--- config.mk ---
export PLATFORM = sky130hd
export DESIGN_NAME = uart_tx_fifo
export DESIGN_NICKNAME = d
export VERILOG_FILES = /design/src/rtl/uart_tx_fifo.sv
export SDC_FILE = /design/constraint.sdc
export NUM_CORES = 1
export LEC_CHECK = 0
export CAP_MARGIN = 10
export CORE_ASPECT_RATIO = 1.5
export CORE_MARGIN = 5
export CORE_UTILIZATION = 57
export CTS_CLUSTER_DIAMETER = 150
export DETAILED_ROUTE_END_ITERATION = 12
export DONT_BUFFER_PORTS = 1
export PLACE_DENSITY = 0.75
export SETUP_SLACK_MARGIN = 0.3
export SLEW_MARGIN = 20
export SYNTH_ARGS = -nofsm -noshare
export SYNTH_HDL_FRONTEND = slang
export SYNTH_SLANG_ARGS = --single-unit
--- constraint.sdc ---
create_clock -name clk -period 2.6 [get_ports clk]
set_input_delay 0.39 -clock clk [delete_from_list [all_inputs] [get_ports clk]]
set_output_delay 0.39 -clock clk [all_outputs]
set_load 0.01 [all_outputs]
--- src/rtl/uart_tx_fifo.sv ---
// uart_tx_fifo: byte FIFO feeding an 8N1 serial transmitter.
// Write strobes are edge-detected; frames go out back-to-back.
module uart_tx_fifo #(
  parameter int CLKS_PER_BIT = 434,
  parameter int FIFO_AW      = 2
) (
  input  logic               clk,
  input  logic               rst_n,
  input  logic [7:0]         data_in,
  input  logic               we,
  output logic               busy,
  output logic               tx,
  output logic               tx_active,
  output logic               overflow,
  output logic [FIFO_AW:0]   fifo_count
);

  localparam int DEPTH = 2 ** FIFO_AW;

  localparam logic [15:0] BAUD_TOP =
    16'(CLKS_PER_BIT - 1);

  localparam logic [FIFO_AW:0] FULL =
    (FIFO_AW + 1)'(DEPTH);

  typedef enum logic [1:0] {
    IDLE,
    START,
    DATA,
    STOP
  } state_t;

  state_t             state_q;
  state_t             state_d;

  logic [15:0]        baud_q;
  logic [15:0]        baud_d;

  logic [2:0]         bit_q;
  logic [2:0]         bit_d;

  logic [7:0]         sh_q;
  logic [7:0]         sh_d;

  logic               we_q;
  logic               wr_req;
  logic               accept;
  logic               pop;
  logic               have;
  logic               baud_end;

  logic [FIFO_AW-1:0] wptr;
  logic [FIFO_AW-1:0] rptr;
  logic [FIFO_AW:0]   cnt;

  logic [7:0]         mem [DEPTH];

  assign have       = (cnt != '0);
  assign busy       = (cnt == FULL);
  assign fifo_count = cnt;
  assign tx_active  = (state_q != IDLE);
  assign baud_end   = (baud_q == '0);

  // One request per rising edge of the strobe.
  assign wr_req = we & ~we_q;

  // A full FIFO still takes a write when a pop frees a slot.
  assign accept = wr_req & (~busy | pop);

  // Strobe history for edge detection.
  always_ff @(posedge clk or negedge rst_n) begin
    if (!rst_n) begin
      we_q <= 1'b0;
    end else begin
      we_q <= we;
    end
  end

  // FIFO storage, written at the tail.
  always_ff @(posedge clk or negedge rst_n) begin
    if (!rst_n) begin
      for (int i = 0; i < DEPTH; i++) begin
        mem[i] <= '0;
      end
    end else if (accept) begin
      mem[wptr] <= data_in;
    end
  end

  // Head/tail pointers wrap naturally.
  always_ff @(posedge clk or negedge rst_n) begin
    if (!rst_n) begin
      wptr <= '0;
      rptr <= '0;
    end else begin
      if (accept) begin
        wptr <= wptr + 1'b1;
      end
      if (pop) begin
        rptr <= rptr + 1'b1;
      end
    end
  end

  // Occupancy: simultaneous push and pop cancel.
  always_ff @(posedge clk or negedge rst_n) begin
    if (!rst_n) begin
      cnt <= '0;
    end else if (accept && !pop) begin
      cnt <= cnt + 1'b1;
    end else if (pop && !accept) begin
      cnt <= cnt - 1'b1;
    end
  end

  // Sticky flag for dropped writes.
  always_ff @(posedge clk or negedge rst_n) begin
    if (!rst_n) begin
      overflow <= 1'b0;
    end else if (wr_req && !accept) begin
      overflow <= 1'b1;
    end
  end

  // Transmitter state registers.
  always_ff @(posedge clk or negedge rst_n) begin
    if (!rst_n) begin
      state_q <= IDLE;
      baud_q  <= '0;
      bit_q   <= '0;
      sh_q    <= '0;
    end else begin
      state_q <= state_d;
      baud_q  <= baud_d;
      bit_q   <= bit_d;
      sh_q    <= sh_d;
    end
  end

  // Next-state, bit timing and FIFO pop decision.
  always_comb begin
    state_d = state_q;
    baud_d  = baud_q;
    bit_d   = bit_q;
    sh_d    = sh_q;
    pop     = 1'b0;
    unique case (state_q)
      IDLE: begin
        if (have) begin
          pop     = 1'b1;
          sh_d    = mem[rptr];
          baud_d  = BAUD_TOP;
          bit_d   = '0;
          state_d = START;
        end
      end
      START: begin
        if (baud_end) begin
          baud_d  = BAUD_TOP;
          state_d = DATA;
        end else begin
          baud_d = baud_q - 1'b1;
        end
      end
      DATA: begin
        if (baud_end) begin
          baud_d = BAUD_TOP;
          sh_d   = {1'b0, sh_q[7:1]};
          if (bit_q == 3'd7) begin
            state_d = STOP;
          end else begin
            bit_d = bit_q + 1'b1;
          end
        end else begin
          baud_d = baud_q - 1'b1;
        end
      end
      STOP: begin
        if (baud_end) begin
          baud_d = BAUD_TOP;
          if (have) begin
            pop     = 1'b1;
            sh_d    = mem[rptr];
            bit_d   = '0;
            state_d = START;
          end else begin
            state_d = IDLE;
          end
        end else begin
          baud_d = baud_q - 1'b1;
        end
      end
    endcase
  end

  // Line driver is a flop so tx never glitches.
  always_ff @(posedge clk or negedge rst_n) begin
    if (!rst_n) begin
      tx <= 1'b1;
    end else if (state_q == START) begin
      tx <= 1'b0;
    end else if (state_q == DATA) begin
      tx <= sh_q[0];
    end else begin
      tx <= 1'b1;
    end
  end

endmodule

Word-level counts from Yosys, hierarchy flattened:

Cells that the tools add are included.

* logic and storage cells: 89
* bits in registers: 71
* output and inout port bits: 7
* input port bits: 11

* reductions and logical operators: 16
* $add $sub $neg: 6
* bitwise logic cells: 7
* order comparisons: 3
* muxes and demuxes: 32
* eq/ne operators: 11

Operator list (count)
* $mux W8: 6
* $bwmux W32: 1
* $mux W16: 2
* $pmux W16 S2: 1
* $pmux W8 S3: 1
* $mux W3: 6
* $bmux W8 S2: 1
* $demux W8 S2: 1
* $logic_not A16 Y1: 1
* $sub A16 B1 Y16 const B: 1
* $ne A2 B2 Y1 const B: 6
* $mux W2: 5
* $pmux W3 S3: 1
* $pmux W2 S4: 1
* $add A3 B1 Y3 const B: 2
* $eq A3 B3 Y1 const B: 2
* $ge A3 B3 Y1 const B: 2
* $not A2 Y3: 2
* $reduce_bool A3 Y1: 2
* $mux W1: 5
* $reduce_and A5 Y1: 1
* $add A2 B1 Y2 const B: 2
* $eq A2 B2 Y1 const B: 2
* $logic_and A1 B1 Y1: 4
* other kinds (13): 17

Logic depth before layout (Yosys ltp):

Gate-level depths: netlist of run 1.

* depth in word-level cells: 10
* gate-level depth with buffers: 13
* gate-level depth less buffers: 13

Worst setup path before layout of run 1:

No wires, ideal clock.

* path kind: flip-flop to flip-flop
* start point: reg baud_q[0]
* end point: reg cnt[2] (netlist: fifo_count[2])
* path buffers: 0
* required time: 2.521 ns
* stages on the path, launching flop included: 12
* setup time: 0.079 ns
* setup slack: -0.106 ns
* data arrival time: 2.626 ns
* clock period less this slack: 2.706 ns
* path through: dfrtp_1 inv_1 ha_1 nor3b_1 nand4_1 o41ai_4 ha_1 inv_1 fa_1 xor2_1 nor2_1 xor2_1

* word-level cells in the longest chain between the ends: 8
* elaborated cells on any way between the ends: 11
* those cells by class: mux: 3; bitwise: 2; reduce/logical: 6

RTL lines
* start: declaration: RTL line 36 `logic [15:0] baud_q;`
* start signal: assignment: RTL line 134 `baud_q <= baud_d;`
* $logic_not A16 Y1 (*): RTL line 62 `assign baud_end = (baud_q == '0);`
* $mux W1 (*): RTL line 179 `if (baud_end) begin`
* $pmux W1 S2 (*): RTL line 147 `unique case (state_q)`
* $or A1 B1 Y1 (*): RTL line 68 `assign accept = wr_req & (~busy | pop);`
* $and A1 B1 Y1 (*): RTL line 68
* via accept: RTL line 47 `logic accept;`
* $logic_not A1 Y1: RTL line 111 `end else if (pop && !accept) begin`
* $logic_and A1 B1 Y1: RTL line 111
* $reduce_bool A2 Y1 (no source line)
* end signal: assignment: RTL line 110 `cnt <= cnt + 1'b1;`
* end signal: assignment: RTL line 112 `cnt <= cnt - 1'b1;`
* end: declaration: RTL line 54 `logic [FIFO_AW:0] cnt;`

Mark *: on every way through the listed nets, which the timed path passes. The rest lies on a longest branch.
A chain may end at the register's enable or synchronous reset.

Worst setup path in the final report of run 1:

Same ends and word-level chain as after synthesis.

==> run summary, run 1 <==
=================================================================================================
Crit Path Category ................................................................. flip-flop to flip-flop
Utilization after layout ...........................................................        69.1%
Height of the die ..................................................................       105 um
Number of optimization iterations in the first detailed-route pass .................            4
Worst min-delay path category ...................................................... input port to flip-flop
Sequential cell area ...............................................................   1780 sq um
Synth-to-layout area growth ........................................................        17.5%
Port-buffer cells ..................................................................            0
Worst-path clk slew ................................................................      0.08 ns
Clock tree from TritonCTS ..........................................................         done
Total negative setup slack .........................................................         0 ns
Total instance count after detailed placement ......................................          354
Clk sinks ..........................................................................           71
Iteration-0 DRC Markers ............................................................           82
Kind of end point of the critical path .............................................    flip-flop
Global-route wire length before repair .............................................    11,100 um
Layout fillers .....................................................................          389
Post-Syn Nets ......................................................................          301
Power share of the clock group .....................................................        20.7%
Total CTS buffers ..................................................................            9
Area share of the largest cell type after synthesis ................................        51.1%
Number of non-filler instances in the completed layout .............................          383
Critical path fanouts, max .........................................................            4
Most frequent cell after synthesis ................................................. sky130_fd_sc_hd__dfrtp_1
WL per Instance ....................................................................      16.8 um
Switching power of the nets ........................................................      1.69 mW
Register bit total from synthesis ..................................................           71
Starting density of the core .......................................................        58.8%
VDD IR-drop max ....................................................................   0.000786 V
Max-slew headroom at the worst pin .................................................        55.3%
Fraction of power consumed by combinational cells ..................................        40.0%
Aggregate routed wire length .......................................................      6430 um
Root buffer cell ................................................................... sky130_fd_sc_hd__clkbuf_8
Deepest clock path buffer count ....................................................            2
Initial antenna violation count ....................................................            0
Maximum number of pins on one net before global-route repair .......................           72
Post-synth EDFFs ...................................................................            0
Placement Rows .....................................................................           34
Die width ..........................................................................      73.3 um
Unrepaired setup endpoints after global routing ....................................          yes
Critical path data required time ...................................................      2.88 ns
Number of remaining DRC errors .....................................................            0
Clk Latency, worst-skew pair .......................................................      0.35 ns
Share of synthesized registers carrying an async set or reset ......................         100%
Setup violations, final ............................................................            0
DP Wirelength ......................................................................      4270 um
Kind of cell adding the most delay to the critical path ............................  adder cells
Leading post-synthesis cells by instance count ..................................... 70 x sky130_fd_sc_hd__dfrtp_1, 33 x sky130_fd_sc_hd__mux2_2, 18 x sky130_fd_sc_hd__nand2_1
Critical path startpoint category ..................................................    flip-flop
Buffer and inverter count on the worst path ........................................            2
Peak per-stage delay on the critical path ..........................................      0.39 ns
Cell type with the largest total area after synthesis .............................. sky130_fd_sc_hd__dfrtp_1
Number of global-route vias before repair ..........................................        2,360
Instance count of the mapped netlist ...............................................          275
Cell-internal power ................................................................      3.13 mW
Share of layout cells above drive strength 1 .......................................        34.1%
Core Region ........................................................................   5830 sq um
Max-slew violation total from the final report .....................................            0
Net switching share of the total power .............................................        35.0%
Antenna Cells ......................................................................            0
Total of warnings raised by yosys ..................................................            0
Full die area ......................................................................   7700 sq um
Final-stage net count ..............................................................          332
Post-Place Setup Slack .............................................................     0.114 ns
Htree depth ........................................................................            3
Overall via count from detail_route ................................................        2,171
Seq pwr share ......................................................................        39.3%
GRT Util Overall ...................................................................        18.3%
Final Power ........................................................................      4.82 mW
Post-synth top flop ................................................................ sky130_fd_sc_hd__dfrtp_1
Top area cells in the synthesized netlist .......................................... sky130_fd_sc_hd__dfrtp_1 51%, sky130_fd_sc_hd__mux2_2 11%, sky130_fd_sc_hd__mux4_2 5.3%
Area of the multi-input gates ......................................................   1680 sq um
Count of maximum capacitance violations ............................................            0
Last weighted congestion value of the routability-driven placer ....................        0.782
Number of hold violations in the final report ......................................            0
ANT nets after route ...............................................................            0
Netlist area before placement ......................................................   3430 sq um
Maximum clock skew at final layout .................................................    0.0124 ns
Total power divided by cell area ................................................... 1200 nW/um^2
Tmin final .........................................................................      2.49 ns
Number of distinct library cell variants in the gate-level netlist after synthesis .           40
Setup slack of the critical path after layout ......................................     0.107 ns
Static power due to leakage ........................................................      1.83 nW
Worst endpoint data arrival time ...................................................      2.77 ns
Outcome ............................................................................ finished clean
Final critical-path share of the clock period ......................................        95.9%
List of cells traversed by the critical path ....................................... inv_2 > ha_4 > nor3b_4 > nand4_1 > o41ai_4 > ha_2 > inv_2 > fa_2 > xor2_1 > nor2_1 > xor2_1
Ports placed on the boundary .......................................................           18
Slew at the pin closest to its max-slew limit ......................................     0.666 ns
Overflow after GRT .................................................................            0
Highest attainable clock frequency .................................................    0.401 GHz
Post-synthesis average cell area ...................................................   12.5 sq um
Number of vias per cell after detailed routing .....................................         5.67
Crit path max-delay cell type ...................................................... sky130_fd_sc_hd__dfrtp_1
Portion of the post-synthesis area used by sequential elements .....................        51.8%
=================================================================================================
-- state kept, by name, indices dropped and copies added, names as in the netlist --
signal      cells
fifo_count      3
we_q            1
overflow        1
wptr            2
baud_q         16
mem            32
bit_q           3
tx              1
rptr            2
sh_q            8
state_q         2
-- cell usage in the layout, fill, tap and decap left out, types with 2 or more instances in the layout --
cell type / n
sky130_fd_sc_hd__or3_1: 2
sky130_fd_sc_hd__buf_4: 23
sky130_fd_sc_hd__nor3_1: 8
sky130_fd_sc_hd__xnor2_1: 12
sky130_fd_sc_hd__a22o_1: 2
sky130_fd_sc_hd__dfrtp_1: 70
sky130_fd_sc_hd__nor4_1: 4
sky130_fd_sc_hd__ha_4: 2
sky130_fd_sc_hd__o21ai_0: 16
sky130_fd_sc_hd__nor3b_1: 3
sky130_fd_sc_hd__nand2_4: 4
sky130_fd_sc_hd__a21o_1: 2
sky130_fd_sc_hd__nand2_1: 18
sky130_fd_sc_hd__inv_2: 6
sky130_fd_sc_hd__inv_6: 3
sky130_fd_sc_hd__ha_1: 11
sky130_fd_sc_hd__mux2i_1: 7
sky130_fd_sc_hd__mux2_2: 33
sky130_fd_sc_hd__nand3_1: 2
sky130_fd_sc_hd__bufinv_16: 2
sky130_fd_sc_hd__a21oi_1: 4
sky130_fd_sc_hd__xor2_1: 7
sky130_fd_sc_hd__o31ai_1: 2
sky130_fd_sc_hd__nor2_1: 16
sky130_fd_sc_hd__clkbuf_8: 9
sky130_fd_sc_hd__mux4_2: 8
sky130_fd_sc_hd__nor4_4: 2
sky130_fd_sc_hd__inv_1: 6
sky130_fd_sc_hd__nand2b_1: 4
-- worst register-to-register path, delay by kind of cell (launching register included) --
kind                     cells  cell delay, ns
adder cells (fa/ha/maj)      3            0.73
AND/OR/NAND/NOR              3            0.56
flip-flops                   1            0.39
AO/OA/AOI/OAI                1            0.30
XOR/XNOR                     2            0.30
buffers and inverters        2            0.14
-- routing by layer --
layer / track usage, % / vias up / part of all wire (%)
met1: 22.4 / 1083 / 41
met4: 6.61 / 0 / 1.9
met3: 4.03 / 13 / 3.0
li1: - / 1035 / -
met2: 31.2 / 40 / 54
met5: 0 / - / 0
-- logic make-up after synthesis --
group,after synthesis,synth area share (%)
AOI/OAI and AO/OA,31,5.95
xor gates and xnor gates,19,4.85
adders and majority gates,15,5.69
buffers and inverters,17,1.86
DFF,71,51.8
muxes,49,18.5
and+or+nand+nor,73,11.3
-- final timing paths --
kind | from | to | slack [ns] | depth (start not counted)
max in group asynchronous | rst_n | tx | 1.69 | 2
setup / recovery | baud_q[0] | fifo_count[2] | 0.11 | 11
setup reg to reg | baud_q[0] | fifo_count[2] | 0.11 | 11
hold reg to reg | sh_q[1] | sh_q[1] | 0.49 | 2
hold / removal | we | we_q | 0.06 | 0
min in group asynchronous | rst_n | baud_q[9] | 0.61 | 2
-- timing repair --
| action | 4_1_cts | 5_1_grt |
|---|---|---|
| setup buffers | 6 | 5 |
| cloned | 0 | 0 |
| endpoints found under the hold margin | 71 | 0 |
| endpoints found under the setup margin | 2 | 47 |
| pin swaps | 4 | 4 |
| hold buffers | 2 | 0 |
| resized for setup | 5 | 11 |
-- per-stage QoR --
step                instance area (sq um)  hold WS [ns]
floorplan                            3450        0.0944
global placement                     3620        0.0970
detailed placement                   3620        0.0969
CTS                                  3940        0.0506
global route                         4030        0.0466
finish                               4030        0.0611
-- area by class of cell --
type | count | area share, %
clock inverter | 7 | 2.55
inverter | 12 | 1.12
multi-input combinational | 187 | 41.7
sequential | 71 | 44.1
timing repair buffer | 25 | 5.22
tap | 72 | 2.24
clock buffer | 9 | 3.07
-- power by group through the flow --
| stage | combinational (mW) | clock (mW) | sequential (mW) |
|---|---|---|---|
| after floorplan | 1.45 | 0 | 1.80 |
| after global placement | 1.72 | 0 | 1.89 |
| after detailed placement | 1.78 | 0 | 1.92 |
| after CTS | 1.86 | 1.02 | 1.90 |
| after global routing | 2.16 | 1.07 | 1.96 |
| final | 1.93 | 0.995 | 1.90 |
No activity file was read; power rests on OpenSTA's default activity.
==> run 2, diff against run 1 <==
--- a/config.mk
+++ b/config.mk
@@ -7,7 +7,7 @@
 export LEC_CHECK = 0
 export CAP_MARGIN = 10
 export CORE_ASPECT_RATIO = 1.5
-export CORE_MARGIN = 5
+export CORE_MARGIN = 2
 export CORE_UTILIZATION = 57
 export CTS_CLUSTER_DIAMETER = 150
 export DETAILED_ROUTE_END_ITERATION = 12
@@ -18,3 +18,4 @@
 export SYNTH_ARGS = -nofsm -noshare
 export SYNTH_HDL_FRONTEND = slang
 export SYNTH_SLANG_ARGS = --single-unit
+export TNS_END_PERCENT = 1
==> run 2 against run 1 <==
Effect of this change: final cell count is 2.1% lower; die area is 13% lower; critical path depth is 1 lower; first-iteration DRC count is 24% higher; combinational power is 4% lower; wire length is 3.6% lower; via count is 1.2% lower; sequential share of layout area is 1.1 points higher; maximum frequency is 2.4% higher; global-route usage is 3.2 points higher; register-to-register slack better by 0.06 ns; largest power group is now sequential cells; highest routed layer unchanged.
==> run summary, run 2 (synthesis gave the netlist of run 1 again) <==
=================================================================================
Outcome ............................................................ finished clean
Ports placed on the boundary .......................................           18
Most common cell after layout, fill and taps aside ................. sky130_fd_sc_hd__dfrtp_1
Root buffer cell ................................................... sky130_fd_sc_hd__clkbuf_8
Final Power ........................................................      4.68 mW
DP Wirelength ......................................................      4250 um
Area of the multi-input gates ......................................   1660 sq um
Setup violations, final ............................................            0
Static power due to leakage ........................................      1.75 nW
Htree depth ........................................................            3
Post-Place Setup Slack .............................................    0.0746 ns
Max-slew violation total from the final report .....................            0
Number of cells on the worst reg-to-reg path .......................           10
Highest attainable clock frequency .................................    0.411 GHz
ANT nets after route ...............................................            0
Number of optimization iterations in the first detailed-route pass .            4
Unrepaired setup endpoints after global routing ....................          yes
Most flop-heavy register ...........................................          mem
Initial antenna violation count ....................................            0
Count of maximum capacitance violations ............................            0
Synth-to-layout area growth ........................................        14.8%
Sequential cell area ...............................................   1780 sq um
Slew at the pin closest to its max-slew limit ......................     0.969 ns
Commonest cells after routing, fill and taps aside ................. 69 x sky130_fd_sc_hd__dfrtp_1, 33 x sky130_fd_sc_hd__mux2_2, 18 x sky130_fd_sc_hd__nand2_1
Die width ..........................................................      67.3 um
Setup slack of the critical path after layout ......................     0.166 ns
Height of the die ..................................................        99 um
Number of remaining DRC errors .....................................            0
Port-buffer cells ..................................................            0
Number of global-route vias before repair ..........................        2,256
Critical path data required time ...................................      2.88 ns
Reg2Reg Setup Slack ................................................      0.17 ns
Number of hold violations in the final report ......................            0
Placed instance area ...............................................   3600 sq um
Total power divided by cell area ................................... 1190 nW/um^2
WHS Path Cells .....................................................            0
Final-stage net count ..............................................          324
Number of vias per cell after detailed routing .....................         5.72
Full die area ......................................................   6670 sq um
Tmin final .........................................................      2.43 ns
VDD IR-drop max ....................................................   0.000732 V
Clk sinks ..........................................................           71
Number of non-filler instances in the completed layout .............          375
Worst-path clk slew ................................................      0.08 ns
Max FFs per register ...............................................           32
Final critical-path share of the clock period ......................        93.6%
Overall via count from detail_route ................................        2,145
Clk Latency, worst-skew pair .......................................      0.35 ns
Antenna Cells ......................................................            0
Critical path fanouts, max .........................................            5
Top Registers ...................................................... mem x32, baud_q x16, sh_q x8
Placement Rows .....................................................           34
Maximum clock skew at final layout .................................   0.00894 ns
Total instance count after detailed placement ......................          352
Clock tree from TritonCTS ..........................................         done
Deepest clock path buffer count ....................................            2
Kind of end point of the critical path .............................    flip-flop
Crit Path Category ................................................. flip-flop to flip-flop
Worst endpoint data arrival time ...................................      2.71 ns
Overflow after GRT .................................................            0
Critical path startpoint category ..................................    flip-flop
Total CTS buffers ..................................................            9
Share of layout cells above drive strength 1 .......................        32.0%
Maximum number of pins on one net before global-route repair .......           72
Last weighted congestion value of the routability-driven placer ....        0.793
Max-slew headroom at the worst pin .................................        34.9%
Worst min-delay path category ...................................... input port to flip-flop
Global-route wire length before repair .............................    10,600 um
WL per Instance ....................................................      16.5 um
Aggregate routed wire length .......................................      6200 um
Non-Filler Cell Area, Final ........................................   3940 sq um
Core Region ........................................................   5830 sq um
Starting density of the core .......................................        58.8%
Layout fillers .....................................................          402
Total negative setup slack .........................................         0 ns
Iteration-0 DRC Markers ............................................          102
GRT Util Overall ...................................................        21.5%
=================================================================================
run 2: what timing repair did:
item | CTS | global route
endpoints found under the hold margin | 71 | 0
resized for setup | 9 | 2
pin swaps | 7 | 4
buffers inserted | 5 | 0
hold buffers | 2 | 0
setup endpoints to repair | 3 | 53
run 2: through the flow:
stage | hold slack (ns) | util, %
2_1_floorplan | 0.0944 | -
3_3_place_gp | 0.0965 | 61.8
3_5_place_dp | 0.0959 | 61.8
4_1_cts | 0.0502 | 67.5
5_1_grt | 0.0414 | 67.6
6_report | 0.0705 | 67.6
run 2: cell type report:
type	instances	area share [%]
well taps	72	2.29
multi-input cells	187	42.1
clock inverters	4	1.30
flip-flops and latches	71	45.2
clock buffers	12	4.19
repair buffers	17	3.81
inverters	12	1.14
run 2: critical path, stage by stage (launching register included):
cell and delay (ns):
sky130_fd_sc_hd__dfrtp_1 0.44, sky130_fd_sc_hd__inv_2 0.13, sky130_fd_sc_hd__ha_4 0.22, sky130_fd_sc_hd__or2_4 0.25, sky130_fd_sc_hd__o41ai_4 0.32, sky130_fd_sc_hd__ha_2 0.24, sky130_fd_sc_hd__inv_1 0.05, sky130_fd_sc_hd__fa_2 0.33
sky130_fd_sc_hd__xor2_1 0.15, sky130_fd_sc_hd__nor2_1 0.11, sky130_fd_sc_hd__xor2_1 0.14
run 2: worst paths after layout:
check,startpoint,endpoint
max in group asynchronous,rst_n,tx
worst min register to register,sh_q[3],sh_q[3]
worst min-delay path,we,we_q
min in group asynchronous,rst_n,fifo_count[0]
worst max-delay path,state_q[1],fifo_count[2]
worst max register to register,state_q[1],fifo_count[2]
run 2: where the power goes:
| part | leakage (nW) | internal (mW) | total [mW] | switching, mW |
|---|---|---|---|---|
| Sequential | 0.865 | 1.56 | 1.89 | 0.327 |
| Combinational | 0.778 | 0.969 | 1.85 | 0.876 |
| Clock | 0.109 | 0.524 | 0.948 | 0.425 |
run 2: metal layers:
metal	vias up	part of all wire, %	track usage (%)
li1	1015	-	-
met1	1089	42	26.7
met2	33	54	35.7
met3	8	2.5	5.82
met4	0	1.5	7.54
met5	-	0	0
==> run 3, diff against run 2 <==
--- a/config.mk
+++ b/config.mk
@@ -8,11 +8,10 @@
 export CAP_MARGIN = 10
 export CORE_ASPECT_RATIO = 1.5
 export CORE_MARGIN = 2
-export CORE_UTILIZATION = 57
+export CORE_UTILIZATION = 40
 export CTS_CLUSTER_DIAMETER = 150
 export DETAILED_ROUTE_END_ITERATION = 12
 export DONT_BUFFER_PORTS = 1
-export PLACE_DENSITY = 0.75
 export SETUP_SLACK_MARGIN = 0.3
 export SLEW_MARGIN = 20
 export SYNTH_ARGS = -nofsm -noshare
==> run 3 against run 2 <==
Effect of this change: setup slack better by 0.015 ns; combinational power rose by 2%; power increased by 7.2%; flip-flop and latch count is the same; non-clock buffer count grew 5; first-iteration DRC count is 34% lower; largest cell class unchanged; largest power group unchanged.
==> run summary, run 3 (synthesis gave the netlist of run 1 again) <==
=================================================================================
Max-slew violation total from the final report .....................            0
Worst setup path startpoint ........................................   state_q[0]
Switching power of the nets ........................................      1.70 mW
Aggregate routed wire length .......................................      6490 um
Deepest clock path buffer count ....................................            2
Number of hold violations in the final report ......................            0
Die width ..........................................................      79.6 um
Number of global-route vias before repair ..........................        2,250
Total CTS buffers ..................................................            9
Clk sinks ..........................................................           71
VDD IR-drop max ....................................................   0.000700 V
Reg-to-Reg Start ...................................................   state_q[0]
Total power divided by cell area ................................... 1220 nW/um^2
Kind of cell adding the most delay to the critical path ............  adder cells
Number of vias per cell after detailed routing .....................         5.18
Static power due to leakage ........................................      1.81 nW
Port-buffer cells ..................................................            0
Full die area ......................................................   9350 sq um
Critical path data required time ...................................      2.86 ns
Share of layout cells above drive strength 1 .......................        33.1%
Antenna Cells ......................................................            0
Most common cell after layout, fill and taps aside ................. sky130_fd_sc_hd__dfrtp_1
Crit path max-delay cell type ...................................... sky130_fd_sc_hd__dfrtp_1
Height of the die ..................................................       117 um
Fraction of power consumed by combinational cells ..................        37.6%
Iteration-0 DRC Markers ............................................           67
Overflow after GRT .................................................            0
Most flop-heavy register ...........................................          mem
ANT nets after route ...............................................            0
Hold slack .........................................................    0.0840 ns
Starting density of the core .......................................        41.0%
Source of the worst hold timing path ...............................           we
Highest attainable clock frequency .................................    0.413 GHz
Count of maximum capacitance violations ............................            0
Power share of the clock group .....................................        24.3%
Unrepaired setup endpoints after global routing ....................          yes
Ports placed on the boundary .......................................           18
Max FFs per register ...............................................           32
Layout fillers .....................................................          742
Outcome ............................................................ finished clean
Clk Latency, worst-skew pair .......................................      0.34 ns
Post-Place Setup Slack .............................................   0.00746 ns
GRT Util Overall ...................................................        15.8%
Met1 usage in global routing .......................................        18.3%
Placement Rows .....................................................           41
Sequential cell area ...............................................   1780 sq um
Seq pwr share ......................................................        38.1%
Critical path startpoint category ..................................    flip-flop
Final-stage net count ..............................................          329
Maximum clock skew at final layout .................................   0.00780 ns
Root buffer cell ................................................... sky130_fd_sc_hd__clkbuf_16
Met2 Track Usage GR ................................................        25.5%
Crit Path Category ................................................. flip-flop to flip-flop
Worst min-delay path category ...................................... input port to flip-flop
Core Region ........................................................   8360 sq um
Buffer and inverter count on the worst path ........................            2
Htree depth ........................................................            3
Maximum number of pins on one net before global-route repair .......           72
Worst-path clk slew ................................................      0.06 ns
Slew at the pin closest to its max-slew limit ......................     0.599 ns
Worst endpoint data arrival time ...................................      2.68 ns
Total negative setup slack .........................................         0 ns
DP Wirelength ......................................................      4360 um
Net switching share of the total power .............................        33.9%
Final critical-path share of the clock period ......................        93.0%
List of cells traversed by the critical path ....................... inv_2 > ha_4 > or2_4 > o41ai_4 > ha_2 > inv_1 > fa_2 > xor2_1 > nor2_1 > xor2_1
Synth-to-layout area growth ........................................        19.5%
Cell seen most often among critical-path stages .................... sky130_fd_sc_hd__xor2_1
Max-slew headroom at the worst pin .................................        60.0%
Cell-internal power ................................................      3.32 mW
Kind of end point of the critical path .............................    flip-flop
Number of optimization iterations in the first detailed-route pass .            4
Global-route wire length before repair .............................    11,100 um
Top Registers ...................................................... mem x32, baud_q x16, sh_q x8
M3 GR Usage ........................................................        5.54%
WL per Instance ....................................................      15.6 um
GRT Max-Usage Layer ................................................         met2
Overall via count from detail_route ................................        2,150
Area of the multi-input gates ......................................   1650 sq um
Setup slack of the critical path after layout ......................     0.182 ns
Critical path fanouts, max .........................................            4
Commonest cells after routing, fill and taps aside ................. 68 x sky130_fd_sc_hd__dfrtp_1, 33 x sky130_fd_sc_hd__mux2_2, 20 x sky130_fd_sc_hd__buf_4
Initial antenna violation count ....................................            0
Peak per-stage delay on the critical path ..........................      0.42 ns
Tmin final .........................................................      2.42 ns
Setup violations, final ............................................            0
Number of remaining DRC errors .....................................            0
Clock tree from TritonCTS ..........................................         done
Last weighted congestion value of the routability-driven placer ....        0.792
=================================================================================
==> run 3: power groups by stage <==
stage	combinational, mW	sequential, mW	clock (mW)
after floorplan	1.45	1.80	0
after global placement	1.72	1.91	0
after detailed placement	1.75	1.94	0
after CTS	1.85	1.93	1.26
after global routing	2.11	1.99	1.32
final	1.89	1.91	1.22
==> run 3: worst register-to-register path: stages, from the launching register on <==
cell	delay (ns)
sky130_fd_sc_hd__dfrtp_1	0.42
sky130_fd_sc_hd__inv_2	0.13
sky130_fd_sc_hd__ha_4	0.22
sky130_fd_sc_hd__or2_4	0.25
sky130_fd_sc_hd__o41ai_4	0.31
sky130_fd_sc_hd__ha_2	0.24
sky130_fd_sc_hd__inv_1	0.05
sky130_fd_sc_hd__fa_2	0.33
sky130_fd_sc_hd__xor2_1	0.14
sky130_fd_sc_hd__nor2_1	0.11
sky130_fd_sc_hd__xor2_1	0.15
==> run 3: cell type report <==
class	instances	share of cell area, %
flip-flops and latches	71	43.4
multi-input cells	187	40.4
clock buffers	9	5.49
repair buffers	22	4.58
well taps	107	3.27
clock inverters	7	1.77
inverters	12	1.10
==> run 3: worst paths after layout <==
path	to	slack [ns]	cells after the start
max	fifo_count[2]	0.18	10
min	we_q	0.08	0
max reg2reg	fifo_count[2]	0.18	10
min reg2reg	sh_q[2]	0.48	2
max in group asynchronous	tx	1.68	2
min in group asynchronous	baud_q[5]	0.59	2
==> run 3: layer usage <==
layer | part of all wire (%) | up-vias
met5 | 0 | -
met4 | 2.7 | 0
met3 | 3.3 | 14
met2 | 53 | 24
met1 | 41 | 1075
li1 | - | 1037
==> run 3: what timing repair did <==
item,CTS,global route
setup endpoints to repair,19,43
pin swaps,6,4
cloned,0,0
hold buffers,2,0
hold endpoints to repair,71,0
buffers inserted,4,7
gates resized for setup,8,3
==> run 3: metrics by stage <==
step                area (sq um)  util [%]  cells  power [mW]
finish                      4100      49.0    415        5.02
global route                4100      49.0    415        5.42
CTS                         4040      48.3    408        5.04
detailed placement          3640      43.5    386        3.70
global placement            3640      43.5    386        3.63
floorplan                   3450         -    275        3.25
==> patch 1 (flow settings as in run 2) <==
Change the parameter `FIFO_AW` from 2 to 3.
--- a/src/rtl/uart_tx_fifo.sv
+++ b/src/rtl/uart_tx_fifo.sv
@@ -2,7 +2,7 @@
 // Write strobes are edge-detected; frames go out back-to-back.
 module uart_tx_fifo #(
   parameter int CLKS_PER_BIT = 434,
-  parameter int FIFO_AW      = 2
+  parameter int FIFO_AW      = 3
 ) (
   input  logic               clk,
   input  logic               rst_n,
Interface: changed (resized fifo_count); port bits go from 18 to 19. The function was not compared with the original's and may differ.
==> patch 1 against run 2 <==
The flow now finishes with violations (hold timing). Die area grew 47%. Worst setup slack lost 0.080 ns. Combinational power shrank 5%. Clock skew grew 0.0022 ns. Sequential power grew 33%. First-iteration DRC count grew 66%. Design area grew 53%. Power grew 20%. Via count grew 70%. Area after synthesis grew 49%. Sequential cell count grew 35. Wire length grew 90%.
==> patch 1: results (changes against run 2) <==
final WL 11.8 mm (+90%); peak per-stage delay on the critical path 0.39 ns (-0.05 ns); crit path DAT 2.75 ns (+0.04 ns); worst relative slew slack 0.424 (+0.0743); first drt pass iteration count 4 (unchanged); post-synth cell types 57 (+43%); GRT Total Usage 0.267 (+0.0513); FFs w/ async S/R, synth 1.00 (unchanged); leakage 0.00251 µW (+43%); Max clock buf depth 2 (unchanged); status finished with violations; hold slack -0.266 ns (-0.337 ns); latest clock arrival within the worst-skew pair 0.35 ns (about the same); HP Class in2async; slowest CP cell dfrtp_1; # nets final 473 (+46%); Worst Path Max Fanout 3 (-2); part of the Yosys area used for sequential elements 0.518 (about the same); vias per cell 6.49 (+14%); PortBufs 0 (unchanged); DP Worst Slack 0.0303 ns (-0.0444 ns); CTS root buf clkbuf_16; Ant. Diodes 0 (unchanged); CTS buffer count 9 (unchanged); initial antenna violation count 0 (unchanged); # fillers 588 (+46%); failing checks hold timing; Synth Net Count 446 (+48%); Final HPWL DP 8.03 mm (+89%); maximum vdd drop 0.862 mV (+18%); number of synthesis warnings 0 (unchanged); layout cells sized above 1 0.288 (-0.0325); Top Registers mem x64, baud_q x16, sh_q x8; Area Growth Syn to Fin 17.4%; initial drt markers 169 (+66%); routability congestion estimate 0.818 (+3.2%); largest net degree at the start of global routing 107 (+49%); Worst Skew 0.0112 ns (+0.00223 ns); final count of hold timing violations 106 (+106); top cells by area, synth dfrtp_1 (51%), o2bb2ai_1 (11%), mux4_2 (7.0%), ha_1 (3.4%), nand2_1 (2.3%); first-pass GRT wire length 19.6 mm (+84%); CTS H-tree lvls 3 (unchanged); most instantiated cells after synthesis dfrtp_1 (105), o2bb2ai_1 (65), nand2_1 (32); vias in the first global route 3959 (+75%); Reg clk slew, reported paths 0.07 ns
## patch 1: kinds of logic after synthesis
group | Yosys count | share of synthesized area
muxes | 27 | 0.0926
DFF | 106 | 0.518
buffers and inverters | 30 | 0.0252
xor gates and xnor gates | 15 | 0.0256
adders and majority gates | 15 | 0.0381
and+or+nand+nor | 109 | 0.122
AOI/OAI and AO/OA | 118 | 0.179
## patch 1: cell type report
cell class	count	area [µm²]	area share
clock buffer	9	225	0.0374
clock inverter	7	81.3	0.0135
inverter	12	47.5	0.00791
multi-input combinational	284	2590	0.431
sequential	106	2660	0.441
tap	110	138	0.0229
timing repair buffer	34	275	0.0458
## patch 1: worst paths after layout
check / startpoint / to / slack, ns / cells after the start
max in group asynchronous: rst_n / mem[28]$_DFFE_PN0P_ / 2.67 / 0
min in group clk: we / we_q$_DFF_PN0_ / 0.07 / 0
setup / recovery: baud_q[1]$_DFFE_PN0P_ / fifo_count[3]$_DFFE_PN0P_ / 0.09 / 15
hold reg to reg: mem[34]$_DFFE_PN0P_ / mem[34]$_DFFE_PN0P_ / 0.49 / 1
hold / removal: rst_n / baud_q[0]$_DFFE_PN0P_ / -0.27 / 0
setup reg to reg: baud_q[1]$_DFFE_PN0P_ / fifo_count[3]$_DFFE_PN0P_ / 0.09 / 15
## patch 1: critical path: cells and delay by family, from the launching register on
kind	cells	cell delay [ns]
and+or+nand+nor	4	0.54
adders and majority gates	3	0.52
AOI/OAI and AO/OA	3	0.50
DFF	1	0.39
xor gates and xnor gates	2	0.25
buffers and inverters	3	0.20
## patch 1: power by group
part           internal, µW  switching, µW  total (µW)  leakage (µW)
Clock                   689            680        1370      0.000150
Combinational           943            805        1750       0.00101
Sequential             2160            355        2510       0.00135
## patch 1: metal layers
metal	routed length [µm]	global-route usage	share of wire	vias up
li1	-	-	-	1652
met1	4370	0.307	0.37	1887
met2	6760	0.469	0.57	92
met3	463	0.0556	0.039	18
met4	172	0.111	0.015	0
met5	0	0	0	-
## patch 1: per-stage QoR
step	area, µm²	std cells	hold WS, ns	setup TNS (ns)
after global placement	5460	542	0.0971	0
after CTS	5820	562	-0.285	0
after detailed placement	5460	542	0.0968	0
final	6010	562	-0.266	0
after global routing	6010	562	-0.294	-0.0558
after floorplan	5180	420	0.0944	0
## patch 1: repair_timing
| item | CTS | global route |
|---|---|---|
| hold endpoints to repair | 106 | 106 |
| pin swaps | 6 | 7 |
| endpoints found under the setup margin | 49 | 67 |
| setup buffers | 4 | 0 |
| resized for setup | 5 | 46 |
==> patch 2 (config.mk and constraints of run 2) <==
Made on the original files. Add an input register stage for `data_in`; this delays it by one clock. The other inputs are not delayed to match.
--- a/src/rtl/uart_tx_fifo.sv
+++ b/src/rtl/uart_tx_fifo.sv
@@ -30,6 +30,12 @@
     STOP
   } state_t;
 
+  logic [7:0] data_q;
+
+  always_ff @(posedge clk) begin
+    data_q <= data_in;
+  end
+
   state_t             state_q;
   state_t             state_d;
 
@@ -83,7 +89,7 @@
         mem[i] <= '0;
       end
     end else if (accept) begin
-      mem[wptr] <= data_in;
+      mem[wptr] <= data_q;
     end
   end
 
Behaviour: no difference found for any inputs over 10 cycles, from zero or initial values and one cycle with rst_n low; that may be too few to reach the edited logic, so the function may still have changed.
==> patch 2 against run 2 <==
Wire length increased by 8.1%. Critical path depth increased by 1. Synthesized cell count increased by 8.7%. Utilization decreased by 0.97 points. Combinational power increased by 16%. Design area increased by 10%. Area after synthesis increased by 12%. Die area increased by 11%. Sequential cell count increased by 8. Global-route usage decreased by 1.4 points. Power increased by 8.8%. Worst setup slack got worse by 0.057 ns. Highest routed layer unchanged.
==> patch 2: results (changes against run 2) <==
status finished, final reports clean; most instantiated cells after synthesis dfrtp_1 (70), mux2_4 (32), nand2_1 (28); Synth Net Count 325 (+8.0%); Routed WL per cell 16.6 µm (+0.13%); Top Registers mem x32, baud_q x16; reg2reg path depth 11 (+1); Tightest Pin Transition 0.579 ns (-0.390 ns); hold slack 0.0570 ns (-0.0135 ns); Worst Skew 0.0108 ns (+0.00188 ns); # nets final 350 (+8.0%); placed cell area 4030 µm² (+12%); GRT Total Usage 0.202 (-0.0135); post-synth cell types 50 (+25%); placed insts 383 (+8.8%); Post-Syn Instances 299 (+8.7%); WHS Endpoint data_q[3]$_DFF_P_; R2R Setup Slk 0.11 ns (-0.06 ns); FFs w/ async S/R, synth 0.899 (-0.101); routability congestion estimate 0.793 (about the same); layout cells sized above 1 0.298 (-0.0223); DP Worst Slack 0.0573 ns (-0.0173 ns); initial drt markers 77 (-25%); clock period minus worst slack 2.49 ns (+0.0569 ns); top cells by area, synth dfrtp_1 (46%), mux2_4 (13%), mux4_2 (4.7%), ha_1 (4.6%), dfxtp_1 (4.2%); leakage 0.00196 µW (+12%); # fillers 457 (+14%); vias in the first global route 2387 (+5.8%); crit path DAT 2.74 ns (+0.03 ns); part of the Yosys area used for sequential elements 0.504 (-0.0140); final WL 6.71 mm (+8.1%); Worst Path Max Fanout 3 (-2); first-pass GRT wire length 11.5 mm (+7.6%); RR Endpoint fifo_count[1]$_DFFE_PN0P_; maximum vdd drop 0.818 mV (+12%); vias per cell 5.68 (-0.67%)
## patch 2: cell types whose count changed after synthesis, sizes merged, moves of 3 or more
cell,change
nand3,+6
and2,+3
xnor2,-6
nand2,+6
buf,+4
nor3,-6
dfxtp,+8
## patch 2: cells by family (layout without fill, tap and decap cells)
| kind of cell | after synthesis | in the layout | synth area share |
|---|---|---|---|
| DFF | 79 | 79 | 0.504 |
| AOI/OAI and AO/OA | 34 | 34 | 0.0589 |
| and+or+nand+nor | 84 | 84 | 0.125 |
| muxes | 49 | 49 | 0.196 |
| adders and majority gates | 15 | 15 | 0.0508 |
| xor gates and xnor gates | 15 | 15 | 0.0342 |
| buffers and inverters | 23 | 53 | 0.0303 |
## patch 2: worst max-delay path: stages, from the launching register on
cell and delay (ns):
dfrtp_1 0.39, inv_1 0.06, ha_2 0.17, nor3b_4 0.26, nand4_4 0.16, or2_4 0.27, a21oi_2 0.13, inv_1 0.06
ha_2 0.17, inv_2 0.05, fa_1 0.39, mux2_2 0.26
## patch 2: layout make-up
| class | count | area [µm²] | share of cell area |
|---|---|---|---|
| tap | 76 | 95.1 | 0.0219 |
| timing repair buffer | 25 | 260 | 0.0598 |
| multi-input combinational | 197 | 1820 | 0.418 |
| clock inverter | 3 | 42.5 | 0.00978 |
| clock buffer | 13 | 149 | 0.0342 |
| inverter | 12 | 45.0 | 0.0104 |
| sequential | 79 | 1940 | 0.445 |
## patch 2: timing repair
item / in CTS / in global routing
gates resized for setup: 1 / 15
setup buffers: 4 / 0
hold buffers: 2 / 0
pin swaps: 5 / 5
endpoints found under the setup margin: 33 / 34
endpoints found under the hold margin: 71 / 0
## patch 2: where the power goes
group	internal (µW)	switching [µW]	total, µW
sequential	1700	371	2070
combinational	1200	935	2140
clock	469	416	885
## patch 2: worst max path at each step
| stage | endpoint | startpoint | slack [ns] | cells after the start |
|---|---|---|---|---|
| final | fifo_count[1]$_DFFE_PN0P_ | baud_q[1]$_DFFE_PN0P_ | 0.11 | 11 |
| after global routing | fifo_count[1]$_DFFE_PN0P_ | baud_q[1]$_DFFE_PN0P_ | -0.03 | 11 |
| after CTS | fifo_count[1]$_DFFE_PN0P_ | baud_q[1]$_DFFE_PN0P_ | 0.09 | 11 |
| after detailed placement | fifo_count[1]$_DFFE_PN0P_ | baud_q[1]$_DFFE_PN0P_ | 0.06 | 11 |
| after global placement | fifo_count[1]$_DFFE_PN0P_ | baud_q[1]$_DFFE_PN0P_ | 0.12 | 11 |
| after floorplan | fifo_count[1]$_DFFE_PN0P_ | baud_q[0]$_DFFE_PN0P_ | 0.07 | 11 |
## patch 2: layer usage
layer	share of wire	track usage	up-vias
li1	-	-	1092
met1	0.43	0.245	1151
met2	0.51	0.334	40
met3	0.027	0.0444	18
met4	0.030	0.102	0
met5	0	0	-
